===== config.mk =====
export PLATFORM = sky130hd
export DESIGN_NAME = countdown_sequencer
export DESIGN_NICKNAME = d
export VERILOG_FILES = /design/src/rtl/countdown_sequencer.sv
export SDC_FILE = /design/constraint.sdc
export NUM_CORES = 1
export LEC_CHECK = 0
export ABC_CLOCK_PERIOD_IN_PS = 2650
export BUFFER_PORTS_ARGS = -buffer_cell sky130_fd_sc_hd__buf_2
export CORE_MARGIN = 10
export CORE_UTILIZATION = 48
export DETAILED_ROUTE_END_ITERATION = 16
export PLACE_DENSITY = 0.72
export REMOVE_ABC_BUFFERS = 1
export SKIP_LAST_GASP = 1
export SYNTH_ARGS = -nofsm -noshare
export SYNTH_HDL_FRONTEND = slang
export SYNTH_SLANG_ARGS = --single-unit
export TNS_END_PERCENT = 10

===== constraint.sdc =====
create_clock -name clk -period 2.65 [get_ports clk]
set_clock_uncertainty 0.2 [all_clocks]
set_input_delay 0 -clock clk [delete_from_list [all_inputs] [get_ports clk]]
set_output_delay 0 -clock clk [all_outputs]
set_load 0.01 [all_outputs]

===== src/rtl/countdown_sequencer.sv =====
// Programmable down-count timer sequencing a cascaded 4-bit ripple decrementer.
// Optional prescaler enabled by defining COUNTDOWN_SEQUENCER_PRESCALE_EN.
module countdown_sequencer #(
  parameter int WIDTH    = 4,
  parameter int PRESCALE = 4
) (
  input  logic             clk,
  input  logic             rst_n,
  input  logic             load_valid,
  output logic             load_ready,
  input  logic [WIDTH-1:0] load_value,
  input  logic             auto_reload,
  input  logic             pause,
  input  logic             abort,
  output logic [WIDTH-1:0] count,
  output logic             busy,
  output logic             done
);

  localparam int SLICES = WIDTH / 4;

  localparam logic [1:0] IDLE   = 2'd0;
  localparam logic [1:0] RUN    = 2'd1;
  localparam logic [1:0] EXPIRE = 2'd2;

  logic [1:0]       state;
  logic [WIDTH-1:0] reload_q;
  logic             auto_q;
  logic [WIDTH-1:0] dec;
  logic [SLICES-1:0] borrow;
  logic             step;

  assign load_ready = (state == IDLE);
  assign busy       = (state == RUN) || (state == EXPIRE);

  // Ripple decrementer: each slice borrows from the next only when it is zero.
  assign borrow[0] = 1'b1;
  for (genvar s = 0; s < SLICES; s++) begin : g_slice
    logic [3:0] nib;
    assign nib            = count[4*s +: 4];
    assign dec[4*s +: 4]  = nib - {3'b000, borrow[s]};
    if (s + 1 < SLICES) begin : g_chain
      assign borrow[s+1] = borrow[s] & (nib == 4'd0);
    end
  end

`ifdef COUNTDOWN_SEQUENCER_PRESCALE_EN
  localparam int PS_W = (PRESCALE > 1) ? $clog2(PRESCALE) : 1;
  localparam logic [PS_W-1:0] PS_LAST = PS_W'(PRESCALE - 1);

  logic [PS_W-1:0] ps;

  assign step = (state == RUN) && !pause && (ps == PS_LAST);

  always_ff @(posedge clk or negedge rst_n) begin
    if (!rst_n) begin
      ps <= '0;
    end else if (abort || state != RUN) begin
      // Covers load acceptance (IDLE) and reload (EXPIRE) as well as abort.
      ps <= '0;
    end else if (!pause) begin
      ps <= (ps == PS_LAST) ? '0 : ps + 1'b1;
    end
  end
`else
  // PRESCALE is ignored here; the comparison is constant-true for legal values.
  assign step = (state == RUN) && !pause && (PRESCALE >= 1);
`endif

  always_ff @(posedge clk or negedge rst_n) begin
    if (!rst_n) begin
      state    <= IDLE;
      count    <= '0;
      reload_q <= '0;
      auto_q   <= 1'b0;
      done     <= 1'b0;
    end else if (abort) begin
      state  <= IDLE;
      count  <= '0;
      auto_q <= 1'b0;
      done   <= 1'b0;
    end else begin
      case (state)
        IDLE: begin
          done <= 1'b0;
          if (load_valid) begin
            count    <= load_value;
            reload_q <= load_value;
            auto_q   <= auto_reload;
            if (load_value == '0) begin
              state <= EXPIRE;
              done  <= 1'b1;
            end else begin
              state <= RUN;
            end
          end
        end
        RUN: begin
          done <= 1'b0;
          if (step) begin
            // A count of 0 here is defensive: expire rather than wrap.
            if (count <= WIDTH'(1)) begin
              count <= '0;
              state <= EXPIRE;
              done  <= 1'b1;
            end else begin
              count <= dec;
            end
          end
        end
        EXPIRE: begin
          if (auto_q) begin
            count <= reload_q;
            if (reload_q != '0) begin
              state <= RUN;
              done  <= 1'b0;
            end else begin
              state <= EXPIRE;
              done  <= 1'b1;
            end
          end else begin
            state <= IDLE;
            count <= '0;
            done  <= 1'b0;
          end
        end
        default: begin
          state <= IDLE;
          done  <= 1'b0;
        end
      endcase
    end
  end

endmodule


==> implementation parameters, run 1 <==
Parameter                              Value

Clock tree
  Depth of the CTS H-tree    1
  Buffer count from post-CTS setup fixing    0
  CTS Root Buffer Type    sky130_fd_sc_hd__clkbuf_4
  Sinks on the clock net    12
  Register clock-pin slew on the reported worst setup and hold paths    0.08 ns
  Quantity of hold-fixing buffers added after cts    12
  Maximum clock insertion buffer count    2
  Clock latency on the worst-skew pair    0.27 ns
  TritonCTS buffer count    3
  TritonCTS clock tree    done
  CTS-repair resized insts    0

Setup path
  Cells along the critical path    inv_1 -> ha_1 -> nand3_1 -> dlygate4sd3_1 -> a21oi_1 -> dlygate4sd3_1
  Endpoint of the worst-slack reg-to-reg timing path    auto_q
  Worst path slowest cell    sky130_fd_sc_hd__dlygate4sd3_1
  Largest stage delay on the critical path    0.57 ns
  Critical Path Source Type    register
  End of the critical path    auto_q
  Beginning of the worst register-to-register path    state[0]
  Instance count on the critical path    6
  Arrival time at the worst endpoint    2.42 ns
  WP buf/inv    3
  Reg2Reg Depth    6
  Max FO, Critical Path    8
  Most common cell type on the critical path    sky130_fd_sc_hd__dlygate4sd3_1
  Element type at the critical path end    register
  Setup slack of the worst register-to-register path    0.25 ns
  Cell family with the largest share of critical-path delay    buffers and inverters
  CP Launch Point    state[0]
  Required time worst endpoint    2.66 ns
  Crit path kind    reg -> reg

Placement
  # port buffers    16
  Gpl congestion    0.848
  DP Worst Slack    0.651 ns
  Placed insts    112
  Placed wire-length estimate    1.43 mm

GRT
  Final global-route overflow total    0
  Via count of the first global-routing pass    715
  Wire length of the first global-routing pass    3.31 mm
  GRT Resource Usage Total    11.7%
  Pin count of the biggest net entering global routing    13
  Initial antenna violation count    0

Yosys
  Number of enable flip-flop cells after synthesis    0
  Register area share after synthesis    37.7%
  Top cell type's share of synthesized area    37.7%
  Most common library cells after synthesis    sky130_fd_sc_hd__dfrtp_1 (12), sky130_fd_sc_hd__nand2_1 (9), sky130_fd_sc_hd__ha_1 (6), sky130_fd_sc_hd__inv_1 (6)
  Proportion of register bits with asynchronous set or reset after synthesis    100%
  Most frequently used cell type in the post-synthesis netlist    sky130_fd_sc_hd__dfrtp_1
  Top FF cell, synth    sky130_fd_sc_hd__dfrtp_1
  Cell type with the highest aggregate area in the netlist    sky130_fd_sc_hd__dfrtp_1
  Total standard cell area after synthesis    796 um2
  Mean post-synth cell area    9.47 um2
  Cell types occupying the most area after synthesis    sky130_fd_sc_hd__dfrtp_1 (38%), sky130_fd_sc_hd__ha_1 (9.4%), sky130_fd_sc_hd__mux2_2 (5.7%)
  Yosys Warn Count    0
  Library cells used by synthesis    34
  FF+latch count, synth    12
  Cell count after synthesis    84

Finish
  Share of final-layout standard cells stronger than drive strength 1    23.2%
  Final standard cell count with taps included and fillers excluded    128
  Filler Cells Inserted    131
  ANT cells    0
  Relative area change from synthesis to final layout    28.8%
  Net count, final    129
  Utilization of the core after routing    66.5%

Die
  Initial Utilization    51.6%
  Die boundary width    60.7 um
  Top Ports    17
  Std cell rows    14
  Die Outline Area    3690 um2
  Die height    60.7 um
  Floorplan core area    1540 um2

Pwr
  Leakage    0.458 nW
  Worst ir drop on vdd    0.000557 V
  Post-layout power    1.01 mW
  Pwr per Cell Area    984 nW/um2

Drt
  Pre-Repair DR Iteration Count    4
  Vias/cell    5.68
  Iter 0 DRT Violations    15
  Routed length per instance    15.3 um
  Remaining antenna violation count    0
  Remaining DRCs    0
  Number of vias after detailed routing    727
  Detailed Route WL    1.96 mm

STA
  Final number of hold-violating endpoints    0
  Unrepaired setup endpoints after global routing    no
  Sum Neg Setup Slack    0 ns
  Worst relative slew slack    61.1%
  Highest attainable clock frequency    0.416 GHz
  Minimum clock period    2.40 ns
  Slack of the critical path    0.245 ns
  Number of setup violations in the final report    0
  Slew at the pin closest to its max-slew limit    0.580 ns
  Portion of the clock cycle consumed by the worst path in the final layout    90.7%
  Number of pins exceeding their max-slew limit in the final report    0

Hold path
  Path type of the worst min-delay path    in -> reg

Run status
  Run status    completed

Job
  Maximum Capacitance Violations    0
cell usage in the layout (no fill, tap or decap), drive strengths merged, types with 2 or more instances in the layout:
master / instances
buf: 16
dfrtp: 12
dlygate4sd3: 12
nand2: 9
inv: 6
ha: 6
nor2: 5
nor3: 5
mux2: 4
clkbuf: 4
nor4: 3
nand3: 3
o211ai: 3
a32o: 3
nand2b: 2
a211o: 2
o21ai: 2
worst reg2reg max path, delay by kind of cell (launching register included):
kind | cells | cell delay (ns)
compound gates | 1 | 0.11
buf+inv | 3 | 1.24
fa+ha+maj | 1 | 0.31
simple gates | 1 | 0.09
flops | 1 | 0.40
registers in the layout, indices dropped and copies added (netlist names):
register / flops
state: 2
reload_q: 4
auto_q: 1
count: 4
done: 1
routing by layer:
layer,global-route usage [%],part of all wire (%),vias up
li1,-,-,364
met1,15.4,45,330
met2,17.8,46,29
met3,3.76,7.1,4
met4,3.76,1.3,0
met5,0,0,-
cell families (layout without fill, tap and decap cells):
logic type | count (synthesis) | in the layout | synth area share [%]
simple gates | 31 | 31 | 19.0
compound gates | 20 | 20 | 20.8
flops | 12 | 12 | 37.7
buf+inv | 10 | 38 | 6.29
fa+ha+maj | 6 | 6 | 9.43
mux | 4 | 4 | 5.66
xor+xnor | 1 | 1 | 1.10
power breakdown:
part           switching [mW]  total [mW]  internal [mW]
Combinational           0.294       0.535          0.242
Sequential             0.0715       0.327          0.256
Clock                  0.0623       0.146         0.0835
stage by stage:
| step | instance area, um2 | hold slack [ns] |
|---|---|---|
| 4_1_cts | 1020 | 0.336 |
| 2_1_floorplan | 768 | -0.496 |
| 5_1_grt | 1020 | 0.341 |
| 3_5_place_dp | 868 | -0.310 |
| 6_report | 1020 | 0.346 |
| 3_3_place_gp | 868 | -0.307 |
area by class of cell:
cell class	count	area [um2]	share of cell area (%)
multi-input combinational	62	445	43.5
sequential	12	300	29.3
timing repair buffer	28	200	19.5
clock buffer	4	36.3	3.54
inverter	6	22.5	2.20
tap	16	20.0	1.95
worst min path at each step:
stage,from,end,depth (start not counted)
floorplan,rst_n,auto_q,0
global placement,rst_n,reload_q[0],1
detailed placement,rst_n,reload_q[1],1
CTS,load_value[3],reload_q[3],3
global route,load_value[0],reload_q[0],3
finish,load_value[3],reload_q[3],3
Note: power is estimated with default switching activity, not from simulation.
==> run 2, diff against run 1 <==
Settings changed: ABC_CLOCK_PERIOD_IN_PS 2650 to unset, CELL_PAD_IN_SITES_DETAIL_PLACEMENT set to 1, CELL_PAD_IN_SITES_GLOBAL_PLACEMENT set to 1, CORE_UTILIZATION 48 to 39, PLACE_DENSITY 0.72 to unset, PLACE_DENSITY_LB_ADDON set to 0.1.
==> run 2 against run 1 <==
Against the previous run: non-clock buffer count increased by 1; routed wire length increased by 18%; critical path depth unchanged; first-iteration DRC count decreased by 6.7%; clock power increased by 6%; register-to-register slack got worse by 0.03 ns; critical path type unchanged; worst setup slack got worse by 0.029 ns; highest routed layer unchanged; sequential power increased by 1%; die area increased by 15%; design area increased by 2.3%; core utilization decreased by 12 points.
==> implementation parameters, run 2 (synthesis results as in run 1) <==
Parameter                              Value

Run status
  Run status    completed

Clock tree
  Maximum clock insertion buffer count    2 (unchanged)
  CTS-repair resized insts    0 (unchanged)
  CTS Root Buffer Type    sky130_fd_sc_hd__clkbuf_4
  Clock latency on the worst-skew pair    0.29 ns (+0.02 ns)
  TritonCTS clock tree    done
  Register clock-pin slew on the reported worst setup and hold paths    0.09 ns (about the same)
  Depth of the CTS H-tree    1 (unchanged)
  Buffer count from post-CTS setup fixing    0 (unchanged)
  TritonCTS buffer count    3 (unchanged)
  Sinks on the clock net    12 (unchanged)
  Quantity of hold-fixing buffers added after cts    13 (+1)

GRT
  Met1 layer usage reported by global route    14.4% (-1.0 points)
  Initial antenna violation count    0 (unchanged)
  GR Util met2    19.3% (+1.5 points)
  GRT Resource Usage Total    12.2% (+0.45 points)
  Via count of the first global-routing pass    864 (+21%)
  Pin count of the biggest net entering global routing    13 (unchanged)
  Final global-route overflow total    0 (unchanged)
  Wire length of the first global-routing pass    4.06 mm (+23%)
  Highest-utilization routing layer at the global route stage    met2
  Global-route track usage on met3    2.88% (-0.88 points)

Finish
  Relative area change from synthesis to final layout    31.8%
  Finished layout cell area    1050 um2 (+2.3%)
  Net count, final    130 (+0.78%)
  Most common cell after layout, fill and taps aside    sky130_fd_sc_hd__buf_2
  ANT cells    0 (unchanged)
  Share of final-layout standard cells stronger than drive strength 1    23.0% (-0.21 points)
  Registers with the most flip-flops    count x4, reload_q x4, state x2
  Most frequent cells in the layout    sky130_fd_sc_hd__buf_2 (16), sky130_fd_sc_hd__dlygate4sd3_1 (13), sky130_fd_sc_hd__dfrtp_1 (12), sky130_fd_sc_hd__nand2_1 (9)

Drt
  Remaining DRCs    0 (unchanged)
  Iter 0 DRT Violations    14 (-1)
  Vias/cell    5.37 (-5.4%)
  Pre-Repair DR Iteration Count    4 (unchanged)
  Number of vias after detailed routing    752 (+3.4%)
  Routed length per instance    16.5 um (+7.5%)
  Remaining antenna violation count    0 (unchanged)
  Detailed Route WL    2.31 mm (+18%)

STA
  Portion of the clock cycle consumed by the worst path in the final layout    91.8% (+1.1 points)
  Final number of hold-violating endpoints    0 (unchanged)
  Slew at the pin closest to its max-slew limit    0.624 ns (+0.0435 ns)
  Unrepaired setup endpoints after global routing    no
  Highest attainable clock frequency    0.411 GHz (-1.2%)
  Hold Slack    0.323 ns (-0.0238 ns)
  Minimum clock period    2.43 ns (+0.0289 ns)
  Worst relative slew slack    58.2% (-2.9 points)
  Sum Neg Setup Slack    0 ns (unchanged)
  Number of pins exceeding their max-slew limit in the final report    0 (unchanged)
  Number of setup violations in the final report    0 (unchanged)

Placement
  Placed wire-length estimate    1.65 mm (+15%)
  Placed cell areas    882 um2 (+1.6%)
  # port buffers    16 (unchanged)
  Gpl congestion    0.776 (-8.5%)

Setup path
  Setup slack of the worst register-to-register path    0.22 ns (-0.03 ns)
  End of the critical path    auto_q
  Cells along the critical path    inv_1 -> ha_1 -> nand3_1 -> dlygate4sd3_1 -> a21oi_1 -> dlygate4sd3_1
  Worst path slowest cell    sky130_fd_sc_hd__dlygate4sd3_1
  Cell family with the largest share of critical-path delay    buffers and inverters
  Required time worst endpoint    2.68 ns (+0.02 ns)
  Endpoint of the worst-slack reg-to-reg timing path    auto_q
  Instance count on the critical path    6 (unchanged)
  CP Launch Point    state[1]
  Most common cell type on the critical path    sky130_fd_sc_hd__dlygate4sd3_1
  Arrival time at the worst endpoint    2.46 ns (+0.04 ns)
  Critical Path Source Type    register
  Element type at the critical path end    register
  Largest stage delay on the critical path    0.57 ns (about the same)
  Crit path kind    reg -> reg
  WP buf/inv    3 (unchanged)
  Reg2Reg Depth    6 (unchanged)
  Max FO, Critical Path    8 (unchanged)
  Beginning of the worst register-to-register path    state[1]

Pwr
  Switching portion of total power    43.7% (+1.3 points)
  Leakage    0.462 nW (+0.82%)
  Proportion of power drawn by flip-flops and latches    31.6% (-0.8 points)
  Post-layout power    1.05 mW (+3.9%)
  Pwr per Cell Area    999 nW/um2 (+1.5%)
  Design internal power    0.590 mW (+1.6%)
  Logic gate share of total power    53.6% (+0.5 points)
  Net switching power    0.458 mW (+7.0%)
  Worst ir drop on vdd    0.000451 V (-19%)
  Clock network fraction of design power    14.8% (+0.3 points)

Die
  Die boundary width    65.2 um (+7.3%)
  Die Outline Area    4250 um2 (+15%)
  Die height    65.2 um (+7.3%)
  Floorplan core area    1940 um2 (+26%)
  Std cell rows    16 (+2)
  Initial Utilization    41.0% (-11 points)
  Top Ports    17 (unchanged)

Job
  Maximum Capacitance Violations    0 (unchanged)

Hold path
  Path type of the worst min-delay path    in -> reg
run 2: changes by cell type in the layout (fill, tap and decap cells not counted), sizes merged:
| cell | before | now |
|---|---|---|
| dlygate4sd3 | 12 | 13 |
run 2: area by class of cell:
| cell class | count | area [um2] |
|---|---|---|
| fill | 224 | 893 |
| multi-input combinational | 62 | 445 |
| sequential | 12 | 300 |
| timing repair buffer | 29 | 210 |
| clock buffer | 4 | 36.3 |
| tap | 27 | 33.8 |
| inverter | 6 | 22.5 |
run 2: worst min path at each step:
stage	endpoint	slack (ns)	start	depth (start not counted)
global placement	reload_q[0]	-0.31	rst_n	1
finish	reload_q[3]	0.32	load_value[3]	3
global route	reload_q[0]	0.33	load_value[0]	3
detailed placement	reload_q[0]	-0.30	rst_n	1
CTS	reload_q[2]	0.31	load_value[2]	3
floorplan	auto_q	-0.50	rst_n	0
run 2: worst min-delay path, stage by stage:
cell and delay, ns:
sky130_fd_sc_hd__dlygate4sd3_1 0.51, sky130_fd_sc_hd__buf_2 0.12, sky130_fd_sc_hd__mux2_2 0.14
run 2: metal layers:
layer	part of all wire [%]	wire length (um)
met1	46	1060
met2	47	1100
met3	3.6	84
met4	3.0	70
met5	0	0
run 2: power groups by stage:
stage | Combinational [mW] | Clock [mW] | Sequential (mW)
after CTS | 0.568 | 0.161 | 0.330
after detailed placement | 0.534 | 0 | 0.333
after global placement | 0.517 | 0 | 0.332
after global routing | 0.632 | 0.171 | 0.348
final | 0.562 | 0.155 | 0.331
after floorplan | 0.367 | 0 | 0.330
run 2: stage by stage:
stage          util (%)  setup slack, ns  instances
2_1_floorplan         -            0.742         80
3_3_place_gp       45.4            0.661        123
3_5_place_dp       45.4            0.607        123
4_1_cts            54.0            0.261        140
5_1_grt            54.0           0.0416        140
6_report           54.0            0.216        140
